==> src/rtl/fir_coeff_reload_ctrl_if.sv <==
// fir_coeff_reload_ctrl_if: coefficient reload stream and config handshake towards the FIR filter
interface fir_coeff_reload_ctrl_if;
    logic        reload_valid;
    logic        reload_ready;
    logic        reload_last;
    logic [15:0] coeff;
    logic        config_valid;
    logic        config_ready;
    modport master(output reload_valid, reload_last, coeff, config_valid, input reload_ready, config_ready);
    modport slave(input reload_valid, reload_last, coeff, config_valid, output reload_ready, config_ready);
endinterface

==> src/rtl/fir_coeff_reload_ctrl.sv <==
// fir_coeff_reload_ctrl: shadow coefficient bank streamed to the FIR filter on request, then one config packet
module fir_coeff_reload_ctrl #(
    parameter int NUM_COEFF = 21,
    parameter int TIMEOUT   = 255
) (
    input  logic                        clkfir,
    input  logic                        reset,
    input  logic                        coeff_wen,
    input  logic [4:0]                  coeff_waddr,
    input  logic signed [15:0]          coeff_wdata,
    input  logic                        load_req,
    input  logic                        fir_busy,
    fir_coeff_reload_ctrl_if.master     fir,
    output logic                        data_inhibit,
    output logic                        done,
    output logic                        err_timeout,
    output logic                        err_wr_conflict
);
    typedef enum logic [2:0] {IDLE, WAIT_IDLE, STREAM, CONFIG, DONE} state_t;
    localparam logic [4:0] LAST = 5'(NUM_COEFF - 1);
    state_t      state, state_n;
    logic [15:0] bank [32];
    logic [4:0]  idx, idx_n;
    logic [15:0] coeff_n;
    logic [15:0] stall_cnt;
    logic        pending, pending_n;
    logic        wr_ok, stalled;
    assign wr_ok   = coeff_wen && state != STREAM && int'(coeff_waddr) < NUM_COEFF;
    assign stalled = state == STREAM && !fir.reload_ready;
    always_ff @(posedge clkfir)
        if (wr_ok) bank[coeff_waddr] <= coeff_wdata;
    always_comb begin
        state_n   = state;
        idx_n     = idx;
        coeff_n   = fir.coeff;
        pending_n = pending | (load_req && state != IDLE);
        case (state)
            IDLE: if (load_req) state_n = WAIT_IDLE;
            WAIT_IDLE: if (!fir_busy) begin
                state_n = STREAM;
                idx_n   = '0;
                // a write landing this same cycle must still reach word 0
                coeff_n = (wr_ok && coeff_waddr == 5'd0) ? coeff_wdata : bank[0];
            end
            STREAM: if (fir.reload_ready) begin
                idx_n   = idx + 5'd1;
                coeff_n = bank[idx + 5'd1];
                if (idx == LAST) state_n = CONFIG;
            end
            CONFIG: if (fir.config_ready) state_n = DONE;
            DONE: begin
                state_n   = pending_n ? WAIT_IDLE : IDLE;
                pending_n = 1'b0;
            end
            default: state_n = IDLE;
        endcase
    end
    // outputs are registered from the next state so they line up with it
    always_ff @(posedge clkfir) begin
        if (reset) begin
            state            <= IDLE;
            idx              <= '0;
            pending          <= 1'b0;
            stall_cnt        <= '0;
            fir.coeff        <= '0;
            fir.reload_valid <= 1'b0;
            fir.reload_last  <= 1'b0;
            fir.config_valid <= 1'b0;
            data_inhibit     <= 1'b0;
            done             <= 1'b0;
            err_timeout      <= 1'b0;
            err_wr_conflict  <= 1'b0;
        end else begin
            state            <= state_n;
            idx              <= idx_n;
            pending          <= pending_n;
            stall_cnt        <= stalled ? (stall_cnt < 16'(TIMEOUT) ? stall_cnt + 16'd1 : stall_cnt) : '0;
            fir.coeff        <= coeff_n;
            fir.reload_valid <= state_n == STREAM;
            fir.reload_last  <= state_n == STREAM && idx_n == LAST;
            fir.config_valid <= state_n == CONFIG;
            data_inhibit     <= state_n != IDLE;
            done             <= state_n == DONE;
            err_timeout      <= err_timeout | (stalled && stall_cnt == 16'(TIMEOUT - 1));
            err_wr_conflict  <= err_wr_conflict | (coeff_wen && state == STREAM);
        end
    end
endmodule

==> src/flat_wrapper.sv <==
// flat-port wrapper written by rule: the top's interface ports become plain ports
module fir_coeff_reload_ctrl_flat 
#(
    parameter int NUM_COEFF = 21,
    parameter int TIMEOUT   = 255
)
  (clkfir, reset, coeff_wen, coeff_waddr, coeff_wdata, load_req, fir_busy, data_inhibit, done, err_timeout, err_wr_conflict, fir_reload_valid, fir_reload_last, fir_coeff, fir_config_valid, fir_reload_ready, fir_config_ready);
  fir_coeff_reload_ctrl_if fir_i ();
  input  logic clkfir;
  input  logic reset;
  input  logic coeff_wen;
  input  logic [4:0] coeff_waddr;
  input  logic signed [15:0] coeff_wdata;
  input  logic load_req;
  input  logic fir_busy;
  output logic data_inhibit;
  output logic done;
  output logic err_timeout;
  output logic err_wr_conflict;
  output wire logic [$bits(fir_i.reload_valid)-1:0] fir_reload_valid;
  output wire logic [$bits(fir_i.reload_last)-1:0] fir_reload_last;
  output wire logic [$bits(fir_i.coeff)-1:0] fir_coeff;
  output wire logic [$bits(fir_i.config_valid)-1:0] fir_config_valid;
  input wire logic [$bits(fir_i.reload_ready)-1:0] fir_reload_ready;
  input wire logic [$bits(fir_i.config_ready)-1:0] fir_config_ready;
  assign fir_reload_valid = fir_i.reload_valid;
  assign fir_reload_last = fir_i.reload_last;
  assign fir_coeff = fir_i.coeff;
  assign fir_config_valid = fir_i.config_valid;
  assign fir_i.reload_ready = fir_reload_ready;
  assign fir_i.config_ready = fir_config_ready;
  fir_coeff_reload_ctrl #(.NUM_COEFF(NUM_COEFF), .TIMEOUT(TIMEOUT)) u_core (.clkfir(clkfir), .reset(reset), .coeff_wen(coeff_wen), .coeff_waddr(coeff_waddr), .coeff_wdata(coeff_wdata), .load_req(load_req), .fir_busy(fir_busy), .fir(fir_i), .data_inhibit(data_inhibit), .done(done), .err_timeout(err_timeout), .err_wr_conflict(err_wr_conflict));
endmodule
==> config.mk <==
export PLATFORM = sky130hd
export DESIGN_NAME = fir_coeff_reload_ctrl_flat
export DESIGN_NICKNAME = d
export VERILOG_FILES = /design/src/rtl/fir_coeff_reload_ctrl_if.sv /design/src/rtl/fir_coeff_reload_ctrl.sv /design/src/flat_wrapper.sv
export SDC_FILE = /design/constraint.sdc
export NUM_CORES = 1
export LEC_CHECK = 0
export ABC_AREA = 0
export CORE_ASPECT_RATIO = 1.75
export CORE_MARGIN = 10
export CORE_UTILIZATION = 65
export DETAILED_ROUTE_END_ITERATION = 10
export GPL_TIMING_DRIVEN = 0
export PLACE_DENSITY = 0.83
export SLEW_MARGIN = 0
export SYNTH_ARGS = -nofsm -noshare
export SYNTH_HDL_FRONTEND = slang
export SYNTH_SLANG_ARGS = --single-unit
==> constraint.sdc <==
create_clock -name clkfir -period 5.95 [get_ports clkfir]
set_input_delay 1.4875 -clock clkfir [delete_from_list [all_inputs] [get_ports clkfir]]
set_output_delay 1.4875 -clock clkfir [all_outputs]
set_load 0.02 [all_outputs]
==> results.ini, run 1 <==
[status]
status=completed

[critical_path]
arrival_ns=4.49
r2r_slack_ns=1.79
cp_slowest_stage_delay_ns=0.82
cp.depth=6
crit_fanout=7
critPathSlowestCell=nor4_2
crit_end=u_core.bank[20][7]
cp_cell_sequence=clkdlybuf4s50_1, a21boi_0, nand3_1, nor4_2, buf_4, buf_4
worstRegToRegCells=11
path_common_cell=buf_4
cp_num_buf_inv=3
endpoint_kind=flip-flop
crit_start=coeff_wen
r2r-start=u_core.idx[0]
required_ns=6.21
path_delay_family=simple AND/OR/NAND/NOR gates
timing.rr.end=u_core.fir.coeff[13]
worst_setup_path_start_kind=input port
crit_type=input port to flip-flop

[timing]
worst_slew_pin_slew_ns=1.37
drv_slew=0
post-route-period-util_pct=71.1
setup_violations=0
rsz0062_at_grt=false
fmax_ghz=0.237
clock_skew_ns=0.0294
hold_violations=0
maxSlewHeadroom_pct=8.17
period_minus_slack_ns=4.23

[routing]
wirelength_mm=49.1
routed-via-count=11400
wl_per_cell_um=27.3
ant_nets=0
first_pass_iters=7
viasPerCell=6.32
remaining_drc_errors=0
drt_iter0_markers=1184

[logic_synthesis]
ys_warn_count=0
synth_seq_area_share_pct=75.2
avgSynthCellArea_um2=20.3
yosysTopAreaCellShare_pct=70.8
synth_cells=1069
netlist_area_um2=21700
synth-seq-cells=560
synth.area.top_cells=edfxtp_1 71%, mux4_2 13%, dfxtp_1 4.4%
async_reset_ff_share_pct=0
synth_flop_cell=edfxtp_1
synth_edf_count=512
synth_cell_types=52
ys_top_cells_by_count=512 x edfxtp_1, 128 x mux4_2, 64 x mux2i_1, 48 x dfxtp_1, 45 x nand2_1
synthMostInstantiatedCell=edfxtp_1
synth_largest_area_cell=edfxtp_1

[placed_design]
place_inst=1709
gp_congestion=0.865
io_buffer_count=50
dp_hpwl_mm=31.6

[floorplan]
initial_core_util_pct=65.8
coreArea_um2=33000
ios=51
dieArea_um2=41400
die_width_um=158
rows=88
die_h_um=262

[global_route]
grt_pass1_wl_mm=74.7
antenna_found_initial=0
grt_max_degree=34
grt_remaining_overflow=0
track_usage_pct=24.7
first_global_vias=11900

[cts]
post-cts-setup-buffers=0
cts.path.max_buffers=3
cts_sinks=560
cts_resized=0
clk_latency_ns=0.58
cts_buffers=48
htree_levels=2
cts_hold_buf=0
cts.clk_slew.worst_paths_ns=0.06
cts_root_buf=clkbuf_16
cts_tree=yes

[power]
pwr-share-clk_pct=39.7
switching_share_pct=20.3
power_mw=8.01
seqPwrFrac_pct=55.7
p_sw_mw=1.63
ir_drop_mv=0.261
cellPowerDensity_nw_per_um2=319
power_leakage_nw=8.32
pwr-share-comb_pct=4.6
p_int_mw=6.38

[layout]
drive_above_1_share_pct=19.8
finalNonFillerCells=1799
synthToLayoutAreaGrowth_pct=15.7
nets=1387

[run]
max_cap_viol_count=0

[hold_path]
min_path_type=flip-flop to flip-flop

final cells by class:
| class | instances | area (um2) |
|---|---|---|
| flip-flops and latches | 560 | 16300 |
| multi-input cells | 615 | 5760 |
| plain buffers | 59 | 289 |
| clock buffers | 56 | 1250 |
| clock inverters | 31 | 344 |
| fillers | 1810 | 7910 |
| inverters | 10 | 37.5 |
| repair buffers | 61 | 594 |
| diodes | 2 | 5.00 |
| well taps | 405 | 507 |
worst min path at each step:
| stage | start | to | depth (start not counted) |
|---|---|---|---|
| finish | u_core.stall_cnt[9] | u_core.stall_cnt[9] | 1 |
| global route | u_core.stall_cnt[9] | u_core.stall_cnt[9] | 1 |
| CTS | u_core.stall_cnt[9] | u_core.stall_cnt[9] | 1 |
| detailed placement | u_core.stall_cnt[9] | u_core.stall_cnt[9] | 1 |
| global placement | u_core.stall_cnt[14] | u_core.stall_cnt[14] | 1 |
| floorplan | u_core.stall_cnt[10] | u_core.stall_cnt[10] | 1 |
cell usage in the layout, fill, tap and decap left out, types with 12 or more instances in the layout:
cell and n:
clkdlybuf4s50_1 43, nand3_1 28, dfxtp_1 48, nand2_1 45, o2bb2ai_1 16, nor2_1 23, a222oi_1 16, edfxtp_1 512
mux2i_1 64, mux4_2 128, clkbuf_16 49, clkbuf_1 24, conb_1 176, buf_2 34, nor2_2 15, buf_4 12
worst reg2reg max path, cell delays in order (launching register included):
cell and delay (ns):
dfxtp_1 0.33, buf_2 0.16, buf_4 0.27, buf_2 0.37, inv_1 0.13, ha_1 0.37, buf_2 0.31, clkbuf_1 0.64
mux4_2 0.42, mux2i_1 0.55, a222oi_1 0.23, a31o_1 0.27
power by group through the flow:
stage                     clock network (mW)  logic [mW]  registers [mW]
final                                   3.19       0.368            4.46
after global routing                    3.36       0.396            4.47
after CTS                               3.23       0.365            4.46
after detailed placement                   0       0.357            4.55
after global placement                     0       0.341            4.53
after floorplan                            0       0.189            4.54
sequential cells by signal, summed over array words and instances (netlist names), 3 cells and up:
signal            cells
u_core.stall_cnt     16
u_core.idx            5
u_core.state          3
u_core.bank         512
u_core.fir.coeff     16
per-layer routing:
layer	vias up	wire length (um)	track usage, %
met3	156	3280	3.70
li1	4821	-	-
met4	0	3320	14.2
met5	-	0	0
met1	5834	16200	28.5
met2	557	26400	43.1
cell families after synthesis:
kind of cell	Yosys count	synth area share [%]
AOI/OAI and AO/OA	75	2.87
xor gates and xnor gates	11	0.443
adders and majority gates	4	0.230
buffers and inverters	69	1.50
DFF	560	75.2
muxes	192	16.2
other	1	0.0173
and+or+nand+nor	157	3.51
stage by stage:
step | setup TNS (ns) | hold slack [ns] | cell area, um2 | setup WS (ns) | util, %
3_3_place_gp | -8.57 | 0.432 | 23400 | -0.539 | 70.8
5_1_grt | 0 | 0.478 | 25100 | 1.69 | 76.1
3_5_place_dp | 0 | 0.441 | 23500 | 1.11 | 71.2
2_1_floorplan | 0 | 0.420 | 22400 | 1.98 | -
4_1_cts | 0 | 0.457 | 25100 | 1.49 | 76.1
6_report | 0 | 0.452 | 25100 | 1.72 | 76.1
Power figures use the tool's default switching activity.
==> inputs of run 2 (changes only) <==
--- a/config.mk
+++ b/config.mk
@@ -8,10 +8,10 @@
 export ABC_AREA = 0
 export CORE_ASPECT_RATIO = 1.75
 export CORE_MARGIN = 10
-export CORE_UTILIZATION = 65
+export CORE_UTILIZATION = 55
 export DETAILED_ROUTE_END_ITERATION = 10
 export GPL_TIMING_DRIVEN = 0
-export PLACE_DENSITY = 0.83
+export PLACE_DENSITY = 0.75
 export SLEW_MARGIN = 0
 export SYNTH_ARGS = -nofsm -noshare
 export SYNTH_HDL_FRONTEND = slang
==> constraint.sdc (replaced) <==
create_clock -name clkfir -period 3.8 [get_ports clkfir]
set_input_delay 0.95 -clock clkfir [delete_from_list [all_inputs] [get_ports clkfir]]
set_output_delay 0.95 -clock clkfir [all_outputs]
set_load 0.02 [all_outputs]
==> results.ini, run 2 (synthesized netlist as in run 1, its figures left out) <==
[routing]
ant_nets=0  ; unchanged
first_pass_iters=7  ; unchanged
wl_per_cell_um=25.2  ; -7.7%
remaining_drc_errors=0  ; unchanged
drt_iter0_markers=1050  ; -11%
routed-via-count=11100  ; -2.8%
wirelength_mm=47.4  ; -3.6%
viasPerCell=5.88  ; -7.0%

[critical_path]
worst_setup_path_start_kind=flip-flop
crit_type=flip-flop to flip-flop
arrival_ns=3.99  ; -0.50 ns
worstRegToRegCells=10  ; -1
required_ns=4.26  ; -1.95 ns
crit_fanout=19  ; +12
r2r_slack_ns=0.27  ; -1.52 ns
r2r-start=u_core.idx[0]
timing.rr.end=u_core.fir.coeff[9]
endpoint_kind=flip-flop

[global_route]
first_global_vias=11700  ; -2.2%
grt_remaining_overflow=0  ; unchanged
antenna_found_initial=0  ; unchanged
track_usage_pct=20.2  ; -4.5 points
grt_max_degree=34  ; unchanged
grt_pass1_wl_mm=72.2  ; -3.3%

[layout]
finalNonFillerCells=1880  ; +4.5%
n_antenna_cell=0  ; -2
finish.instance_area_um2=25200  ; +0.35%
final_common_cell=edfxtp_1
drive_above_1_share_pct=20.7  ; +0.96 points
synthToLayoutAreaGrowth_pct=16.1
nets=1385  ; -0.14%
top_register=u_core.bank
final_cell_mix=512 x edfxtp_1, 176 x conb_1, 128 x mux4_2, 58 x mux2i_1, 50 x clkbuf_16
biggestRegsByFlops=u_core.bank (512), u_core.fir.coeff (16), u_core.stall_cnt (16)
largest_reg_flops=512  ; unchanged

[power]
ir_drop_mv=0.296  ; +13%
cellPowerDensity_nw_per_um2=489  ; +53%
power_leakage_nw=8.34  ; +0.26%
power_mw=12.3  ; +54%

[timing]
fmax_ghz=0.283
period_minus_slack_ns=3.53
worst_slew_pin_slew_ns=1.35  ; -0.0212 ns
post-route-period-util_pct=92.9
drv_slew=0  ; unchanged
rsz0062_at_grt=false
clock_skew_ns=0.0136  ; -0.0158 ns
setup_violations=0  ; unchanged
holdWs_ns=0.456  ; +0.00451 ns
setup-tns-final_ns=0  ; unchanged
hold_violations=0  ; unchanged
maxSlewHeadroom_pct=9.59  ; +1.4 points

[run]
max_cap_viol_count=0  ; unchanged

[cts]
clk_latency_ns=0.56  ; -0.02 ns
htree_levels=2  ; unchanged
cts.clk_slew.worst_paths_ns=0.07  ; about the same
cts.path.max_buffers=3  ; unchanged
cts_root_buf=clkbuf_16
cts_buffers=47  ; -2.1%
cts_tree=yes
cts_hold_buf=0  ; unchanged
cts_sinks=560  ; unchanged
post-cts-setup-buffers=0  ; unchanged

[floorplan]
dieArea_um2=48200  ; +16%
die_width_um=170  ; +7.6%
coreArea_um2=39200  ; +19%
rows=96  ; +9.1%
initial_core_util_pct=55.5  ; -10 points
ios=51  ; unchanged
die_h_um=283  ; +8.0%

[placed_design]
io_buffer_count=50  ; unchanged
place_inst=1794  ; +5.0%
gp_congestion=0.847  ; -2.2%
dp_hpwl_mm=32.3  ; +2.3%
place_area_um2=23700  ; +0.56%

[hold_path]
worstHoldEndpoint=u_core.stall_cnt[8]
min_path_type=flip-flop to flip-flop
hold_depth=1  ; unchanged
hold_start=u_core.stall_cnt[8]

[status]
status=completed

-- run 2: layout make-up --
| type | instances | area, um2 |
|---|---|---|
| Timing Repair Buffer | 61 | 606 |
| Clock buffer | 67 | 1330 |
| Clock inverter | 19 | 203 |
| Sequential cell | 560 | 16300 |
| Fill cell | 2633 | 13900 |
| Inverter | 10 | 37.5 |
| Tap cell | 490 | 613 |
| Buffer | 58 | 297 |
| Multi-Input combinational cell | 615 | 5790 |
-- run 2: report_power, final --
group / switching, mW / internal, mW / total [mW]
logic: 0.347 / 0.226 / 0.574
registers: 0.0519 / 6.93 / 6.98
clock network: 2.06 / 2.72 / 4.78
total: 2.46 / 9.87 / 12.3
-- run 2: timing repair --
item	in CTS	in global routing
endpoints found under the setup margin	16	16
gates cloned	0	0
resized for setup	14	3
-- run 2: per-layer routing --
metal  part of all wire (%)  global-route usage, %  wire, um  vias to the layer above
li1                       -                      -         -                     4809
met1                     35                   22.8     16400                     5704
met2                     54                   35.9     25500                      431
met3                    5.6                   2.63      2660                      109
met4                    6.0                   11.5      2830                        0
met5                      0                      0         0                        -
-- run 2: worst max-delay path by stage --
stage | startpoint | endpoint
floorplan | coeff_wen | u_core.bank[20][0]
global placement | coeff_waddr[4] | u_core.bank[20][10]
detailed placement | u_core.idx[0] | u_core.fir.coeff[14]
CTS | u_core.idx[0] | u_core.fir.coeff[14]
global route | u_core.idx[0] | u_core.fir.coeff[11]
finish | u_core.idx[0] | u_core.fir.coeff[9]
-- run 2: through the flow --
step           utilization, %  setup WS, ns
2_1_floorplan               -         0.368
3_3_place_gp             60.0         -2.07
3_5_place_dp             60.4        -0.430
4_1_cts                  64.4        0.0314
5_1_grt                  64.4         0.169
6_report                 64.4         0.269
-- run 2: critical path, stage by stage, from the launching register on --
cell and delay [ns]:
dfxtp_1 0.34, buf_2 0.17, buf_4 0.39, inv_1 0.15, ha_1 0.40, buf_2 0.33, clkbuf_2 0.34, mux4_2 0.41
mux2i_1 0.40, a222oi_1 0.19, a31o_2 0.30
==> inputs of run 3 (changes only) <==
--- a/config.mk
+++ b/config.mk
@@ -12,6 +12,7 @@
 export DETAILED_ROUTE_END_ITERATION = 10
 export GPL_TIMING_DRIVEN = 0
 export PLACE_DENSITY = 0.75
+export SKIP_LAST_GASP = 1
 export SLEW_MARGIN = 0
 export SYNTH_ARGS = -nofsm -noshare
 export SYNTH_HDL_FRONTEND = slang
==> results.ini, run 3 (synthesized netlist as in run 1, its figures left out) <==
[critical_path]
timing.rr.end=u_core.fir.coeff[9]
worstRegToRegCells=10  ; unchanged
endpoint_kind=flip-flop
crit_fanout=19  ; unchanged
r2r-start=u_core.idx[0]
crit_type=flip-flop to flip-flop
critPathSlowestCell=mux4_2
cp_cell_sequence=buf_2, buf_4, inv_1, ha_1, buf_2, clkbuf_2, mux4_2, mux2i_1, a222oi_1, a31o_2
required_ns=4.26  ; about the same
crit_start=u_core.idx[0]
crit_end=u_core.fir.coeff[9]
cp_slowest_stage_delay_ns=0.42  ; about the same
arrival_ns=4.02  ; +0.03 ns
worst_setup_path_start_kind=flip-flop
path_common_cell=buf_2
r2r_slack_ns=0.24  ; -0.03 ns

[power]
pwr-share-clk_pct=38.8  ; about the same
power_leakage_nw=8.35  ; about the same
ir_drop_mv=0.296  ; about the same
p_sw_mw=2.46  ; +0.31%
switching_share_pct=20.0  ; +0.049 points
seqPwrFrac_pct=56.6  ; about the same
p_int_mw=9.87  ; about the same
pwr-share-comb_pct=4.7  ; about the same
cellPowerDensity_nw_per_um2=489  ; about the same

[global_route]
first_global_vias=11700  ; -0.086%
grt-busiest-layer=met2
grt_max_degree=34  ; unchanged
grt_remaining_overflow=0  ; unchanged
antenna_found_initial=0  ; unchanged
grt_use_met1_pct=22.7  ; -0.14 points
grt_pass1_wl_mm=72.2  ; about the same
track_usage_pct=20.2  ; about the same
grtUsageMet3_pct=2.67  ; +0.042 points
grt_use_met2_pct=35.9  ; about the same

[routing]
wl_per_cell_um=25.3  ; +0.24%
first_pass_iters=8  ; +1
remaining_drc_errors=0  ; unchanged
ant_nets=0  ; unchanged
viasPerCell=5.87  ; about the same
drt_iter0_markers=1039  ; -1.0%
routed-via-count=11000  ; -0.090%
wirelength_mm=47.5  ; +0.24%

[cts]
cts_sinks=560  ; unchanged
cts_hold_buf=0  ; unchanged
cts.clk_slew.worst_paths_ns=0.07  ; about the same
htree_levels=2  ; unchanged
clk_latency_ns=0.56  ; about the same
cts_root_buf=clkbuf_16
cts.path.max_buffers=3  ; unchanged
cts_tree=yes
cts_buffers=47  ; unchanged

[timing]
maxSlewHeadroom_pct=11.0  ; +1.4 points
worst_slew_pin_slew_ns=1.33  ; -0.0211 ns
setup-tns-final_ns=0  ; unchanged
fmax_ghz=0.281  ; -0.81%
hold_violations=0  ; unchanged
setup_violations=0  ; unchanged
drv_slew=0  ; unchanged
rsz0062_at_grt=false
post-route-period-util_pct=93.7  ; +0.76 points
clock_skew_ns=0.0149  ; +0.00130 ns
setup_ws_ns=0.240  ; -0.0287 ns
period_minus_slack_ns=3.56  ; +0.0287 ns

[layout]
drive_above_1_share_pct=20.8  ; +0.072 points
biggestRegsByFlops=u_core.bank (512), u_core.fir.coeff (16), u_core.stall_cnt (16)
fin_util_pct=64.4  ; about the same
synthToLayoutAreaGrowth_pct=16.1  ; about the same
final_common_cell=edfxtp_1
n_antenna_cell=0  ; unchanged
top_register=u_core.bank
nets=1385  ; unchanged
largest_reg_flops=512  ; unchanged
final_cell_mix=512 x edfxtp_1, 176 x conb_1, 128 x mux4_2, 58 x mux2i_1, 50 x clkbuf_16

[floorplan]
rows=96  ; unchanged
dieArea_um2=48200  ; unchanged
die_h_um=283  ; unchanged
coreArea_um2=39200  ; unchanged
initial_core_util_pct=55.5  ; unchanged
ios=51  ; unchanged
die_width_um=170  ; unchanged

[run]
max_cap_viol_count=0  ; unchanged

[placed_design]
io_buffer_count=50  ; unchanged
gp_congestion=0.847  ; unchanged
dp_hpwl_mm=32.3  ; unchanged
post-place-ws_ns=-0.430  ; unchanged

[status]
status=completed

[hold_path]
hold_depth=1  ; unchanged
min_path_type=flip-flop to flip-flop

[run 3: worst max-delay path, delay by kind of cell, from the launching register on]
kind                       cells  cell delay, ns
buffers and inverters          5            1.37
muxes                          2            0.84
AOI/OAI and AO/OA              2            0.49
adders and majority gates      1            0.40
DFF                            1            0.34
[run 3: layer usage]
| layer | vias to the layer above | part of all wire, % |
|---|---|---|
| met5 | - | 0 |
| met4 | 0 | 6.3 |
| met3 | 114 | 5.5 |
| met2 | 426 | 54 |
| met1 | 5693 | 34 |
| li1 | 4810 | - |
[run 3: worst min path at each step]
stage          slack [ns]              endpoint                 start
3_5_place_dp         0.44  u_core.stall_cnt[10]  u_core.stall_cnt[10]
2_1_floorplan        0.42  u_core.stall_cnt[10]  u_core.stall_cnt[10]
4_1_cts              0.46  u_core.stall_cnt[12]  u_core.stall_cnt[12]
3_3_place_gp         0.43  u_core.stall_cnt[10]  u_core.stall_cnt[10]
5_1_grt              0.48  u_core.stall_cnt[11]  u_core.stall_cnt[11]
6_report             0.46   u_core.stall_cnt[8]   u_core.stall_cnt[8]
[run 3: area by class of cell]
type | instances | area, um2
fillers | 2632 | 13900
plain buffers | 58 | 298
clock buffers | 67 | 1330
repair buffers | 61 | 606
flip-flops and latches | 560 | 16300
multi-input cells | 615 | 5790
well taps | 490 | 613
inverters | 10 | 37.5
clock inverters | 19 | 203
[run 3: metrics by stage]
| stage | hold WS, ns | instance area (um2) | cells | total power [mW] |
|---|---|---|---|---|
| floorplan | 0.420 | 22400 | 1244 | 7.40 |
| global placement | 0.434 | 23500 | 1784 | 7.64 |
| detailed placement | 0.441 | 23700 | 1794 | 7.68 |
| CTS | 0.460 | 25200 | 1880 | 12.4 |
| global route | 0.478 | 25200 | 1880 | 12.7 |
| finish | 0.456 | 25200 | 1880 | 12.3 |
[run 3: what timing repair did]
item	CTS	global route
gates resized for setup	11	8
buffers inserted	0	0
endpoints found under the setup margin	16	16
endpoints found under the hold margin	0	0
[run 3: power groups by stage]
stage,logic [mW],registers [mW],clock network (mW)
6_report,0.574,6.98,4.78
5_1_grt,0.621,6.99,5.09
4_1_cts,0.573,6.98,4.86
3_5_place_dp,0.568,7.12,0
3_3_place_gp,0.544,7.10,0
2_1_floorplan,0.296,7.10,0
==> RTL change (flow settings as in run 2) <==
`NUM_COEFF` is set to 21 in 2 places; all go to 10.
--- a/src/rtl/fir_coeff_reload_ctrl.sv
+++ b/src/rtl/fir_coeff_reload_ctrl.sv
@@ -1,6 +1,6 @@
 // fir_coeff_reload_ctrl: shadow coefficient bank streamed to the FIR filter on request, then one config packet
 module fir_coeff_reload_ctrl #(
-    parameter int NUM_COEFF = 21,
+    parameter int NUM_COEFF = 10,
     parameter int TIMEOUT   = 255
 ) (
     input  logic                        clkfir,
--- a/src/flat_wrapper.sv
+++ b/src/flat_wrapper.sv
@@ -1,7 +1,7 @@
 // flat-port wrapper written by rule: the top's interface ports become plain ports
 module fir_coeff_reload_ctrl_flat 
 #(
-    parameter int NUM_COEFF = 21,
+    parameter int NUM_COEFF = 10,
     parameter int TIMEOUT   = 255
 )
   (clkfir, reset, coeff_wen, coeff_waddr, coeff_wdata, load_req, fir_busy, data_inhibit, done, err_timeout, err_wr_conflict, fir_reload_valid, fir_reload_last, fir_coeff, fir_config_valid, fir_reload_ready, fir_config_ready);
Check against the original RTL: no difference found for any inputs over 4 cycles, from zero or initial values and one cycle with reset high; that may be too few to reach the edited logic, so the function may still have changed.
==> RTL change against run 2 <==
Clock power fell by 2%; power rose by 1.2%; final area grew 2.1%; routed wire length is 0.17% lower; area after synthesis down 0.54%; worst setup slack gained 160 ps; sequential cell count unchanged; critical path depth is 2 lower.
==> RTL change: results (changes against run 2) <==
Logic synthesis
  • Synth top cells by count: 512 x edfxtp_1, 152 x nand2_1, 128 x mux4_2
  • Cell variety after synth: 42 (-19%)
  • Largest cells by area after synthesis: edfxtp_1 71%, mux4_2 13%, dfxtp_1 4.4%, nand2_1 2.6%, nand3_1 1.6%
  • YS warnings: 0 (unchanged)

Detailed routing
  • Routed vias/inst: 5.50 (-6.4%)
  • WL/cell: 22.2 microns (-12%)
  • Drt pass-1 iters: 6 (-1)

Pwr
  • Switching part of the total: 20.0% (+0.095 points)
  • Lkg Pwr: 9.29 nW (+11%)
  • VDD IR max: 0.340 mV (+15%)

GRT
  • First-pass GRT wire length: 71.5 mm (-0.99%)
  • GRT Resource Usage Total: 20.3% (+0.073 points)
  • Vias in the first global route: 12.1k (+3.5%)

Layout
  • Share of cells above drive strength 1: 15.2% (-5.5 points)
  • Top flop regs: u_core.bank (512), u_core.fir.coeff (16), u_core.stall_cnt (16)
  • Final net count: 1,640 (+18%)

Min path
  • Hold_sp: u_core.err_timeout

Setup path
  • Critical R2R Launch: u_core.idx[1]
  • Largest fanout on the critical path: 10 (-9)
  • CP arrival: 3800 ps (-190 ps)
  • Crit Path Category: reg -> reg

Clock tree
  • Post-CTS resize count: 0 (-14)

STA
  • Worst-Margin Slew: 1220 ps (-135 ps)

Placed design
  • Pre-CTS setup slack: 19.9 ps (+450 ps)
  • HPWL after detailed placement: 31.6 mm (-2.2%)

Status
  • Status: completed
==> RTL change: changes by cell type after synthesis, moves of 12 or more <==
| cell | change |
|---|---|
| a222oi_1 | -16 |
| clkbuf_1 | +14 |
| mux2i_1 | -45 |
| nand2_1 | +107 |
| nand3_1 | +40 |
| nand4_1 | +17 |
| nor2_1 | -12 |
| o221ai_1 | +13 |
| o2bb2ai_1 | -16 |
==> RTL change: area by class of cell <==
type	count	area [sq um]
Fill cell	2612	13300
Clock inverter	21	203
Tap cell	490	613
Sequential cell	560	16300
Multi-Input combinational cell	865	6290
Clock buffer	61	1280
Timing Repair Buffer	64	689
Inverter	7	26.3
Buffer	64	307
==> RTL change: kinds of logic after synthesis <==
kind of cell | synth area share [%]
AO/OA/AOI/OAI | 1.33
AND/OR/NAND/NOR | 6.65
flip-flops | 75.6
XOR/XNOR | 0.405
adder cells (fa/ha/maj) | 0.232
other | 0.0174
buffers and inverters | 1.54
multiplexers | 14.2
==> RTL change: final timing paths <==
check / end / slack [ps] / depth (start not counted)
worst max-delay path: u_core.fir.coeff[1] / 430 / 8
worst min-delay path: u_core.err_timeout / 460 / 2
worst max register to register: u_core.fir.coeff[1] / 430 / 8
worst min register to register: u_core.err_timeout / 460 / 2
==> RTL change: layer usage <==
metal / up-vias / track usage (%) / routed length (microns)
met1: 5930 / 23.0 / 16200
met4: 0 / 8.83 / 1970
met3: 112 / 3.63 / 3480
li1: 5140 / - / -
met5: - / 0 / 0
met2: 551 / 36.7 / 25700
==> RTL change: critical path, stage by stage, from the launching register on <==
cell and delay (ps):
dfxtp_1 400, ha_1 310, nor2b_1 170, a21oi_1 100, mux2i_1 860, clkbuf_1 830, nand3_1 280, nand4_1 150
o221ai_1 120
==> RTL change: metrics by stage <==
stage          cell area, sq um  hold slack [ps]  instances
2_1_floorplan             22900              430       1496
3_3_place_gp              24000              442       2036
3_5_place_dp              24300              450       2050
4_1_cts                   25700              469       2132
5_1_grt                   25700              486       2132
6_report                  25700              463       2132
==> RTL change: power groups by stage <==
stage | clock network, mW | registers (mW) | logic, mW
after detailed placement | 0 | 7.31 | 0.596
after floorplan | 0 | 7.28 | 0.348
final | 4.69 | 7.18 | 0.608
after global placement | 0 | 7.28 | 0.580
after CTS | 4.75 | 7.18 | 0.599
after global routing | 4.98 | 7.21 | 0.667
